===== src/rtl/uart_rx_deframer.sv =====
// UART receive frame engine: start/data/parity/stop deframing with registered strobes.
// Optional build macro RX_MAJORITY_VOTE_EN enables 2-of-3 majority sampling around mid-bit.
module uart_rx_deframer #(
    parameter int unsigned DATA_WIDTH     = 8,
    parameter int unsigned PRESCALE_WIDTH = 6
) (
    input  logic                      clk,
    input  logic                      rst,
    input  logic                      rx_in,
    input  logic [PRESCALE_WIDTH-1:0] prescale,
    input  logic                      parity_en,
    input  logic                      parity_type,
    output logic [DATA_WIDTH-1:0]     data_out,
    output logic                      data_valid,
    output logic                      parity_error,
    output logic                      stop_error
);

    localparam int unsigned PW        = PRESCALE_WIDTH;
    localparam int unsigned BIT_CNT_W = (DATA_WIDTH > 1) ? $clog2(DATA_WIDTH) : 1;
`ifdef RX_MAJORITY_VOTE_EN
    localparam int unsigned SAMPLE_OFS = 1;
`else
    localparam int unsigned SAMPLE_OFS = 0;
`endif

    typedef enum logic [2:0] {
        IDLE       = 3'd0,
        START      = 3'd1,
        DATA       = 3'd2,
        PARITY     = 3'd3,
        STOP       = 3'd4,
        BREAK_WAIT = 3'd5
    } state_t;

    state_t                 state_q, state_d;
    logic [PW-1:0]          edge_cnt_q, edge_cnt_d;
    logic [BIT_CNT_W-1:0]   bit_cnt_q, bit_cnt_d;
    logic [DATA_WIDTH-1:0]  data_shift_q, data_shift_d;
    logic                   par_err_q, par_err_d;
    logic [PW-1:0]          p_q, p_d;
    logic                   pen_q, pen_d;
    logic                   ptype_q, ptype_d;
    logic [DATA_WIDTH-1:0]  data_out_d;
    logic                   data_valid_d, parity_error_d, stop_error_d;
`ifdef RX_MAJORITY_VOTE_EN
    logic                   s0_q, s0_d, s1_q, s1_d;
`endif

    logic [PW-1:0]          half;
    logic [PW-1:0]          edge_inc;
    logic                   sample_pt;
    logic                   bit_end;
    logic                   sampled;

    // State and datapath registers
    always_ff @(posedge clk or posedge rst) begin
        if (rst) begin
            state_q      <= IDLE;
            edge_cnt_q   <= '0;
            bit_cnt_q    <= '0;
            data_shift_q <= '0;
            par_err_q    <= 1'b0;
            p_q          <= '0;
            pen_q        <= 1'b0;
            ptype_q      <= 1'b0;
            data_out     <= '0;
            data_valid   <= 1'b0;
            parity_error <= 1'b0;
            stop_error   <= 1'b0;
`ifdef RX_MAJORITY_VOTE_EN
            s0_q         <= 1'b0;
            s1_q         <= 1'b0;
`endif
        end else begin
            state_q      <= state_d;
            edge_cnt_q   <= edge_cnt_d;
            bit_cnt_q    <= bit_cnt_d;
            data_shift_q <= data_shift_d;
            par_err_q    <= par_err_d;
            p_q          <= p_d;
            pen_q        <= pen_d;
            ptype_q      <= ptype_d;
            data_out     <= data_out_d;
            data_valid   <= data_valid_d;
            parity_error <= parity_error_d;
            stop_error   <= stop_error_d;
`ifdef RX_MAJORITY_VOTE_EN
            s0_q         <= s0_d;
            s1_q         <= s1_d;
`endif
        end
    end

    // Next-state, bit timing and strobe generation
    always_comb begin
        state_d        = state_q;
        edge_cnt_d     = edge_cnt_q;
        bit_cnt_d      = bit_cnt_q;
        data_shift_d   = data_shift_q;
        par_err_d      = par_err_q;
        p_d            = p_q;
        pen_d          = pen_q;
        ptype_d        = ptype_q;
        data_out_d     = data_out;
        data_valid_d   = 1'b0;
        parity_error_d = 1'b0;
        stop_error_d   = 1'b0;

        half      = p_q >> 1;
        sample_pt = (edge_cnt_q == half + PW'(SAMPLE_OFS));
        bit_end   = (edge_cnt_q == p_q - PW'(1));
        edge_inc  = bit_end ? '0 : edge_cnt_q + PW'(1);

`ifdef RX_MAJORITY_VOTE_EN
        s0_d = s0_q;
        s1_d = s1_q;
        if (edge_cnt_q == half - PW'(1)) s0_d = rx_in;
        if (edge_cnt_q == half)          s1_d = rx_in;
        sampled = (s0_q & s1_q) | (s0_q & rx_in) | (s1_q & rx_in);
`else
        sampled = rx_in;
`endif

        case (state_q)
            IDLE: begin
                edge_cnt_d = '0;
                if (!rx_in) begin
                    // This cycle is edge 0 of the start bit
                    state_d    = START;
                    edge_cnt_d = PW'(1);
                    bit_cnt_d  = '0;
                    par_err_d  = 1'b0;
                    p_d        = prescale;
                    pen_d      = parity_en;
                    ptype_d    = parity_type;
                end
            end
            START: begin
                edge_cnt_d = edge_inc;
                if (sample_pt && sampled) begin
                    state_d    = IDLE;
                    edge_cnt_d = '0;
                end else if (bit_end) begin
                    state_d   = DATA;
                    bit_cnt_d = '0;
                end
            end
            DATA: begin
                edge_cnt_d = edge_inc;
                if (sample_pt) data_shift_d[bit_cnt_q] = sampled;
                if (bit_end) begin
                    if (bit_cnt_q == BIT_CNT_W'(DATA_WIDTH - 1)) begin
                        state_d = pen_q ? PARITY : STOP;
                    end else begin
                        bit_cnt_d = bit_cnt_q + BIT_CNT_W'(1);
                    end
                end
            end
            PARITY: begin
                edge_cnt_d = edge_inc;
                if (sample_pt) par_err_d = sampled ^ (^data_shift_q) ^ ptype_q;
                if (bit_end) state_d = STOP;
            end
            STOP: begin
                edge_cnt_d = edge_inc;
                // Act mid-stop-bit; the rest of the bit is resync margin
                if (sample_pt) begin
                    edge_cnt_d = '0;
                    if (sampled) begin
                        state_d = IDLE;
                        if (par_err_q) begin
                            parity_error_d = 1'b1;
                        end else begin
                            data_out_d   = data_shift_q;
                            data_valid_d = 1'b1;
                        end
                    end else begin
                        state_d        = BREAK_WAIT;
                        stop_error_d   = 1'b1;
                        parity_error_d = par_err_q;
                    end
                end
            end
            BREAK_WAIT: begin
                edge_cnt_d = '0;
                if (rx_in) state_d = IDLE;
            end
            default: begin
                state_d    = IDLE;
                edge_cnt_d = '0;
            end
        endcase
    end

endmodule


===== config.mk =====
export PLATFORM = sky130hd
export DESIGN_NAME = uart_rx_deframer
export DESIGN_NICKNAME = d
export VERILOG_FILES = /design/src/rtl/uart_rx_deframer.sv
export SDC_FILE = /design/constraint.sdc
export NUM_CORES = 1
export LEC_CHECK = 0
export BUFFER_PORTS_ARGS = -buffer_cell sky130_fd_sc_hd__clkbuf_2
export CORE_ASPECT_RATIO = 0.9
export CORE_MARGIN = 3
export CORE_UTILIZATION = 63
export DETAILED_ROUTE_END_ITERATION = 16
export PLACE_DENSITY_LB_ADDON = 0.15
export SYNTH_ARGS = -nofsm -noshare
export SYNTH_HDL_FRONTEND = slang
export SYNTH_SLANG_ARGS = --single-unit

===== constraint.sdc =====
create_clock -name clk -period 4.05 [get_ports clk]
set_input_delay 0.405 -clock clk [delete_from_list [all_inputs] [get_ports clk]]
set_output_delay 0.405 -clock clk [all_outputs]
set_load 0.02 [all_outputs]

## Yosys cells after proc, flatten, opt, wreduce, memory -nomap -nowiden

Index checks and enable logic that the tools add are counted.

| storage, ports and cells | value |
|---|---|
| output and inout bits | 11 |
| word-level logic and storage cells | 92 |
| input port bits | 11 |
| flip-flop bits (word level) | 40 |

| cells by class | value |
|---|---|
| muxes and demuxes | 39 |
| add/sub/neg operators | 3 |
| order comparisons | 2 |
| equal/unequal tests | 19 |
| reductions and logical operators | 13 |
| bitwise logic cells | 4 |

Operators by type and width:

| kind | number |
|---|---|
| 3-bit two-way mux | 15 |
| 6-bit one-hot mux with 4 select lines | 1 |
| 2-bit != test, second input constant | 10 |
| 6-bit two-way mux | 3 |
| 3-bit one-hot mux with 6 select lines | 1 |
| 1-bit two-way mux | 15 |
| 3-bit equality test, second input constant | 3 |
| 3-bit one-hot mux with 3 select lines | 1 |
| 8-bit bitwise mux | 1 |
| 8-bit XOR reduction | 1 |
| 7-bit AND reduction | 1 |
| 6-bit by 1-bit adder with 6-bit output, second input constant | 1 |
| 3-bit by 2-bit equality test with 1-bit output, second input constant | 2 |
| 6-bit by 5-bit equality test with 1-bit output | 1 |
| 6-bit equality test | 1 |
| 6-bit AND reduction | 1 |
| 6-bit by 1-bit subtractor with 6-bit output, second input constant | 1 |
| 3-bit by 4-bit < comparator with 1-bit output, second input constant | 1 |
| 2-bit AND reduction | 2 |
| 4-bit AND reduction | 1 |
| 3-bit by 1-bit adder with 3-bit output, second input constant | 1 |
| 1-bit demux with 3-bit select | 1 |
| 3-bit by 1-bit equality test with 1-bit output, second input constant | 1 |
| 3-bit by 1-bit >= comparator with 1-bit output, second input constant | 1 |
| 10 further kinds | 13 |

## Longest topological paths before layout

| depth | value |
|---|---|
| word-level depth | 5 |
| depth in mapped cells | 8 |
| depth with buffers taken out | 8 |

## Worst setup path before layout

No wires, ideal clock.

| timing | value |
|---|---|
| path kind | flip-flop to flip-flop |
| start | reg p_q[0] |
| end | reg state_q[1] |
| arrival time | 2.016 ns |
| cell stages (with the launch flop) | 9 |
| slack | 1.908 ns |
| buffers on the path | 0 |
| clock period less this slack | 2.142 ns |
| required time | 3.924 ns |
| path through | dfrtp_1 inv_1 ha_1 nor2_1 nand2b_1 a2111oi_2 nand4_2 a21o_1 a311o_1 |

| between the ends | value |
|---|---|
| word-level cells in the longest chain between the ends | 4 |
| elaborated cells on any way between the ends | 6 |

RTL lines:

| element | RTL line | source |
|---|---|---|
| start, declared | 41 | `logic [PW-1:0] p_q, p_d;` |
| start signal, assigned | 81 | `p_q <= p_d;` |
| 6-bit by 1-bit subtractor with 6-bit output * | 112 | `bit_end = (edge_cnt_q == p_q - PW'(1));` |
| 6-bit equality test * | 112 |  |
| 3-bit != test (no line) / 2-bit != test (equally long branches) | -- |  |
| 7-bit AND reduction (no line) * | -- |  |
| end signal, assigned | 76 | `state_q <= state_d;` |
| end, declared | 36 | `state_t state_q, state_d;` |

Mark *: on every way between the ends. The rest lies on a longest branch, timed or not.
A chain may end at the register's enable or synchronous reset.

## Worst setup path after layout

Same ends and word-level chain as after synthesis.

==> report_table.html <==
<table>
<tr><th>Metric</th><th>Value</th></tr>
<tr><th colspan="2">Synthesis</th></tr>
<tr><td>Combined area of all synthesized cells</td><td>0.00222 mm^2</td></tr>
<tr><td>Adder-Cell Fraction of Synth Area</td><td>0.0225</td></tr>
<tr><td>Biggest area consumer among synthesized cells</td><td>sky130_fd_sc_hd__dfrtp_1</td></tr>
<tr><td>Flop and latch count out of synthesis</td><td>40</td></tr>
<tr><td>Async set-or-reset flop fraction in the synthesized netlist</td><td>1.00</td></tr>
<tr><td>Most instantiated flip-flop cell in the synthesis netlist</td><td>sky130_fd_sc_hd__dfrtp_1</td></tr>
<tr><td>Multiplexer fraction of the synthesized cell area</td><td>0.138</td></tr>
<tr><td>Portion of synthesized cell area occupied by the leading cell type</td><td>0.451</td></tr>
<tr><td>Unique cell type count in the Yosys netlist</td><td>39</td></tr>
<tr><td>Total nets after synthesis</td><td>229</td></tr>
<tr><td>Commonest cells in the synthesized netlist</td><td>40 x sky130_fd_sc_hd__dfrtp_1, 25 x sky130_fd_sc_hd__nor2_1, 19 x sky130_fd_sc_hd__nand2_1</td></tr>
<tr><td>Number of warnings reported in the yosys synthesis log</td><td>0</td></tr>
<tr><td>Share of synthesized cell area in and, or, nand and nor gates</td><td>0.177</td></tr>
<tr><td>Number of synthesized flops with an enable pin</td><td>0</td></tr>
<tr><td>Synth area leaders</td><td>sky130_fd_sc_hd__dfrtp_1 45%, sky130_fd_sc_hd__xnor2_1 6.7%, sky130_fd_sc_hd__mux2_2 6.6%</td></tr>
<tr><td>Average cell area after synthesis</td><td>10.4 um^2</td></tr>
<tr><td>Gate Count Post-Synth</td><td>214</td></tr>
<tr><td>Share of the synthesized area in compound gates (AO/OA/AOI/OAI)</td><td>0.0806</td></tr>
<tr><td>XOR/XNOR Fraction of Synth Area</td><td>0.0986</td></tr>
<tr><td>Main combinational cell family by area after synthesis</td><td>simple AND/OR/NAND/NOR gates</td></tr>
<tr><td>Cell with the most instances after synthesis</td><td>sky130_fd_sc_hd__dfrtp_1</td></tr>
<tr><td>Seq/Total Area, Yosys</td><td>0.451</td></tr>
<tr><th colspan="2">Clocking</th></tr>
<tr><td>Clock input transition at the sequential cells of the worst setup and hold paths</td><td>0.08 ns</td></tr>
<tr><td>Post-cts gate resize count</td><td>0</td></tr>
<tr><td>Total number of H-tree levels</td><td>2</td></tr>
<tr><td>Num CTS Buffers</td><td>5</td></tr>
<tr><td>CTS tree</td><td>built</td></tr>
<tr><td>Clock tree root driver cell</td><td>sky130_fd_sc_hd__clkbuf_8</td></tr>
<tr><td>Clk Latency, worst-skew pair</td><td>0.30 ns</td></tr>
<tr><td>Clock Sink Count</td><td>40</td></tr>
<tr><td>Clock Path Buffers</td><td>2</td></tr>
<tr><td>Buffer count from post-CTS setup fixing</td><td>0</td></tr>
<tr><td>Hold-fix buffers at CTS</td><td>0</td></tr>
<tr><th colspan="2">GRT</th></tr>
<tr><td>Number of antenna violations at the first check in global routing</td><td>0</td></tr>
<tr><td>Total gr overflow</td><td>0</td></tr>
<tr><td>Global-route usage over all layers</td><td>0.241</td></tr>
<tr><td>Via count of the first global-routing pass</td><td>1574</td></tr>
<tr><td>Pin count of the biggest net entering global routing</td><td>41</td></tr>
<tr><td>First-pass GRT wire length</td><td>7.62 mm</td></tr>
<tr><th colspan="2">Critical path</th></tr>
<tr><td>Critical path fanouts, max</td><td>10</td></tr>
<tr><td>Arrival time at the worst endpoint</td><td>2.57 ns</td></tr>
<tr><td>Highest cell delay on the worst timing path</td><td>0.41 ns</td></tr>
<tr><td>Required time at the endpoint of the critical path</td><td>4.23 ns</td></tr>
<tr><td>Worst Setup Path Type</td><td>reg2reg</td></tr>
<tr><td>R2R Path Start</td><td>p_q[0]$_DFFE_PP0P_</td></tr>
<tr><td>Endpoint kind of the worst setup timing path</td><td>flop</td></tr>
<tr><td>Worst flop-to-flop path endpoint</td><td>state_q[1]$_DFFE_PP0P_</td></tr>
<tr><td>Series of cell instances along the critical path</td><td>inv_1 &gt; ha_1 &gt; nor2_1 &gt; nand2b_1 &gt; a2111oi_2 &gt; nand4_2 &gt; a21o_1 &gt; a311o_1</td></tr>
<tr><td>Buffers plus inverters on the worst setup path</td><td>1</td></tr>
<tr><td>Cell family contributing the most delay on the critical path</td><td>compound AO/OA/AOI/OAI gates</td></tr>
<tr><td>Kind of start point of the critical path</td><td>flop</td></tr>
<tr><td>Critical Path Slowest Stage Cell</td><td>sky130_fd_sc_hd__dfrtp_1</td></tr>
<tr><td>Cell depth of the worst flop-to-flop path</td><td>8</td></tr>
<tr><td>Register-to-register setup slack</td><td>1.66 ns</td></tr>
<tr><th colspan="2">Job</th></tr>
<tr><td>Max Cap Violations</td><td>0</td></tr>
<tr><th colspan="2">Timing</th></tr>
<tr><td>Maximum operating frequency</td><td>418 MHz</td></tr>
<tr><td>Fin crit period</td><td>2.39 ns</td></tr>
<tr><td>RSZ-0062 raised after global routing</td><td>false</td></tr>
<tr><td>Summed negative setup slack over all endpoints</td><td>0 ns</td></tr>
<tr><td>Slew margin rel.</td><td>0.135</td></tr>
<tr><td>Setup violations, final</td><td>0</td></tr>
<tr><td>Number of max-slew violations in the final report</td><td>0</td></tr>
<tr><td>Fin crit share</td><td>0.590</td></tr>
<tr><td>Worst Clk Skew</td><td>0.00507 ns</td></tr>
<tr><td>Slew of the pin with the lowest slew margin</td><td>1.29 ns</td></tr>
<tr><td>Number of hold violations in the final report</td><td>0</td></tr>
<tr><th colspan="2">Placed design</th></tr>
<tr><td>GPL Wtd Cong</td><td>0.888</td></tr>
<tr><td>Detail Placement HPWL</td><td>3.36 mm</td></tr>
<tr><td>Count of buffers inserted at the top-level ports</td><td>21</td></tr>
<tr><th colspan="2">Power and ir drop</th></tr>
<tr><td>Cell Pwr Density</td><td>650 mW/mm^2</td></tr>
<tr><td>Max IR drop VDD</td><td>528 uV</td></tr>
<tr><td>Overall power</td><td>0.00161 W</td></tr>
<tr><td>Static leakage power</td><td>1.15 nW</td></tr>
<tr><th colspan="2">Routing</th></tr>
<tr><td>Via density per instance</td><td>5.97</td></tr>
<tr><td>Post-detailed-route DRC marker count</td><td>0</td></tr>
<tr><td>Avg WL per Cell</td><td>16.7 um</td></tr>
<tr><td>Count of vias placed by the detailed router</td><td>1659</td></tr>
<tr><td>Detailed Routing Iterations Pass 1</td><td>5</td></tr>
<tr><td>Number of DRC markers after the initial detailed-route iteration</td><td>115</td></tr>
<tr><td>WL final</td><td>4.63 mm</td></tr>
<tr><td>Number of nets with antenna violations after detailed routing</td><td>0</td></tr>
<tr><th colspan="2">Layout</th></tr>
<tr><td>Layout cell share with drive strength beyond 1</td><td>0.246</td></tr>
<tr><td>Antenna Cells</td><td>0</td></tr>
<tr><td>Area Growth Syn to Fin</td><td>11.5%</td></tr>
<tr><td>Number of fill cells in the layout</td><td>205</td></tr>
<tr><td>Area of all sequential standard cells</td><td>0.00100 mm^2</td></tr>
<tr><td>Area used by multi-input combinational logic</td><td>0.00115 mm^2</td></tr>
<tr><td>Post-layout net count</td><td>250</td></tr>
<tr><th colspan="2">Die</th></tr>
<tr><td>DIE WIDTH</td><td>68.6 um</td></tr>
<tr><td>Core box area</td><td>0.00321 mm^2</td></tr>
<tr><td>Effective utilization at floorplan</td><td>0.692</td></tr>
<tr><td>Overall die area</td><td>0.00427 mm^2</td></tr>
<tr><td>Chip height</td><td>62.3 um</td></tr>
<tr><td>Number of rows created at floorplan</td><td>19</td></tr>
<tr><td>Top-Level Pins</td><td>22</td></tr>
<tr><th colspan="2">Min path</th></tr>
<tr><td>Worst min-delay path class</td><td>in2async</td></tr>
<tr><th colspan="2">Outcome</th></tr>
<tr><td>Outcome</td><td>finished clean</td></tr>
</table>
## metal layers
layer,up-vias,wire length (um),GRT usage
li1,777,-,-
met1,805,2060,0.337
met2,66,2160,0.361
met3,11,330,0.0541
met4,0,88,0.0893
met5,-,0,0
## cells in the final DEF (no fill, tap or decap), types with 2 or more instances in the layout
| master | count |
|---|---|
| sky130_fd_sc_hd__xor2_1 | 8 |
| sky130_fd_sc_hd__inv_1 | 9 |
| sky130_fd_sc_hd__o21ai_0 | 6 |
| sky130_fd_sc_hd__nor3b_1 | 2 |
| sky130_fd_sc_hd__nor3_1 | 5 |
| sky130_fd_sc_hd__a21oi_1 | 3 |
| sky130_fd_sc_hd__nand3_1 | 6 |
| sky130_fd_sc_hd__mux2_2 | 13 |
| sky130_fd_sc_hd__mux2_4 | 8 |
| sky130_fd_sc_hd__ha_1 | 4 |
| sky130_fd_sc_hd__and2_1 | 2 |
| sky130_fd_sc_hd__xnor2_1 | 17 |
| sky130_fd_sc_hd__dfrtp_1 | 40 |
| sky130_fd_sc_hd__clkbuf_2 | 21 |
| sky130_fd_sc_hd__or3_1 | 2 |
| sky130_fd_sc_hd__clkbuf_8 | 6 |
| sky130_fd_sc_hd__o22ai_1 | 2 |
| sky130_fd_sc_hd__and3_1 | 3 |
| sky130_fd_sc_hd__nor2_1 | 25 |
| sky130_fd_sc_hd__nand2b_1 | 5 |
| sky130_fd_sc_hd__mux2i_1 | 4 |
| sky130_fd_sc_hd__nor4_1 | 2 |
| sky130_fd_sc_hd__nand2_1 | 19 |
| sky130_fd_sc_hd__nor2b_1 | 2 |
| sky130_fd_sc_hd__o211ai_1 | 4 |
## cells by family (layout without fill, tap and decap cells)
kind of cell	Yosys count	count (layout)
AOI/OAI and AO/OA	25	25
xor gates and xnor gates	25	25
adders and majority gates	4	4
buffers and inverters	17	39
DFF	40	40
muxes	25	25
and+or+nand+nor	78	78
## final cells by class
type | instances | area share
multi-input cells | 157 | 0.466
flip-flops and latches | 40 | 0.404
well taps | 42 | 0.0212
clock inverters | 2 | 0.0157
clock buffers | 6 | 0.0334
inverters | 9 | 0.0137
repair buffers | 22 | 0.0455
## worst register-to-register path, stage by stage (launching register included)
cell,delay (ns)
sky130_fd_sc_hd__dfrtp_1,0.41
sky130_fd_sc_hd__inv_1,0.10
sky130_fd_sc_hd__ha_1,0.19
sky130_fd_sc_hd__nor2_1,0.06
sky130_fd_sc_hd__nand2b_1,0.16
sky130_fd_sc_hd__a2111oi_2,0.38
sky130_fd_sc_hd__nand4_2,0.35
sky130_fd_sc_hd__a21o_1,0.27
sky130_fd_sc_hd__a311o_1,0.35
## flip-flops by register name, indices dropped and copies added, names as in the netlist
signal,count
data_out,8
data_shift_q,8
edge_cnt_q,6
p_q,6
bit_cnt_q,3
state_q,3
data_valid,1
par_err_q,1
parity_error,1
pen_q,1
ptype_q,1
stop_error,1
## through the flow
| stage | util | hold slack (ns) | instances | worst slack [ns] | cell area [um^2] |
|---|---|---|---|---|---|
| global placement | 0.733 | 0.493 | 270 | 1.80 | 2350 |
| finish | 0.771 | 0.207 | 278 | 1.66 | 2470 |
| CTS | 0.771 | 0.225 | 278 | 1.65 | 2470 |
| detailed placement | 0.733 | 0.483 | 270 | 1.66 | 2350 |
| global route | 0.771 | 0.245 | 278 | 1.44 | 2470 |
| floorplan | - | 0.456 | 214 | 1.91 | 2220 |
## how the worst max path moves through the flow
stage / startpoint / end / slack (ns) / depth (start not counted)
3_5_place_dp: p_q[0]$_DFFE_PP0P_ / state_q[1]$_DFFE_PP0P_ / 1.66 / 8
3_3_place_gp: p_q[0]$_DFFE_PP0P_ / state_q[1]$_DFFE_PP0P_ / 1.80 / 8
5_1_grt: p_q[0]$_DFFE_PP0P_ / bit_cnt_q[0]$_DFFE_PP0P_ / 1.44 / 8
4_1_cts: p_q[0]$_DFFE_PP0P_ / state_q[1]$_DFFE_PP0P_ / 1.65 / 8
6_report: p_q[0]$_DFFE_PP0P_ / state_q[1]$_DFFE_PP0P_ / 1.66 / 8
2_1_floorplan: p_q[0]$_DFFE_PP0P_ / state_q[1]$_DFFE_PP0P_ / 1.91 / 8
## power breakdown
group          switching [W]  total, W  internal [W]
Clock               0.000142  0.000343      0.000201
Combinational       0.000347  0.000625      0.000278
Sequential          0.000149  0.000641      0.000492
Total               0.000638   0.00161      0.000972
No activity file was read; power rests on OpenSTA's default activity.
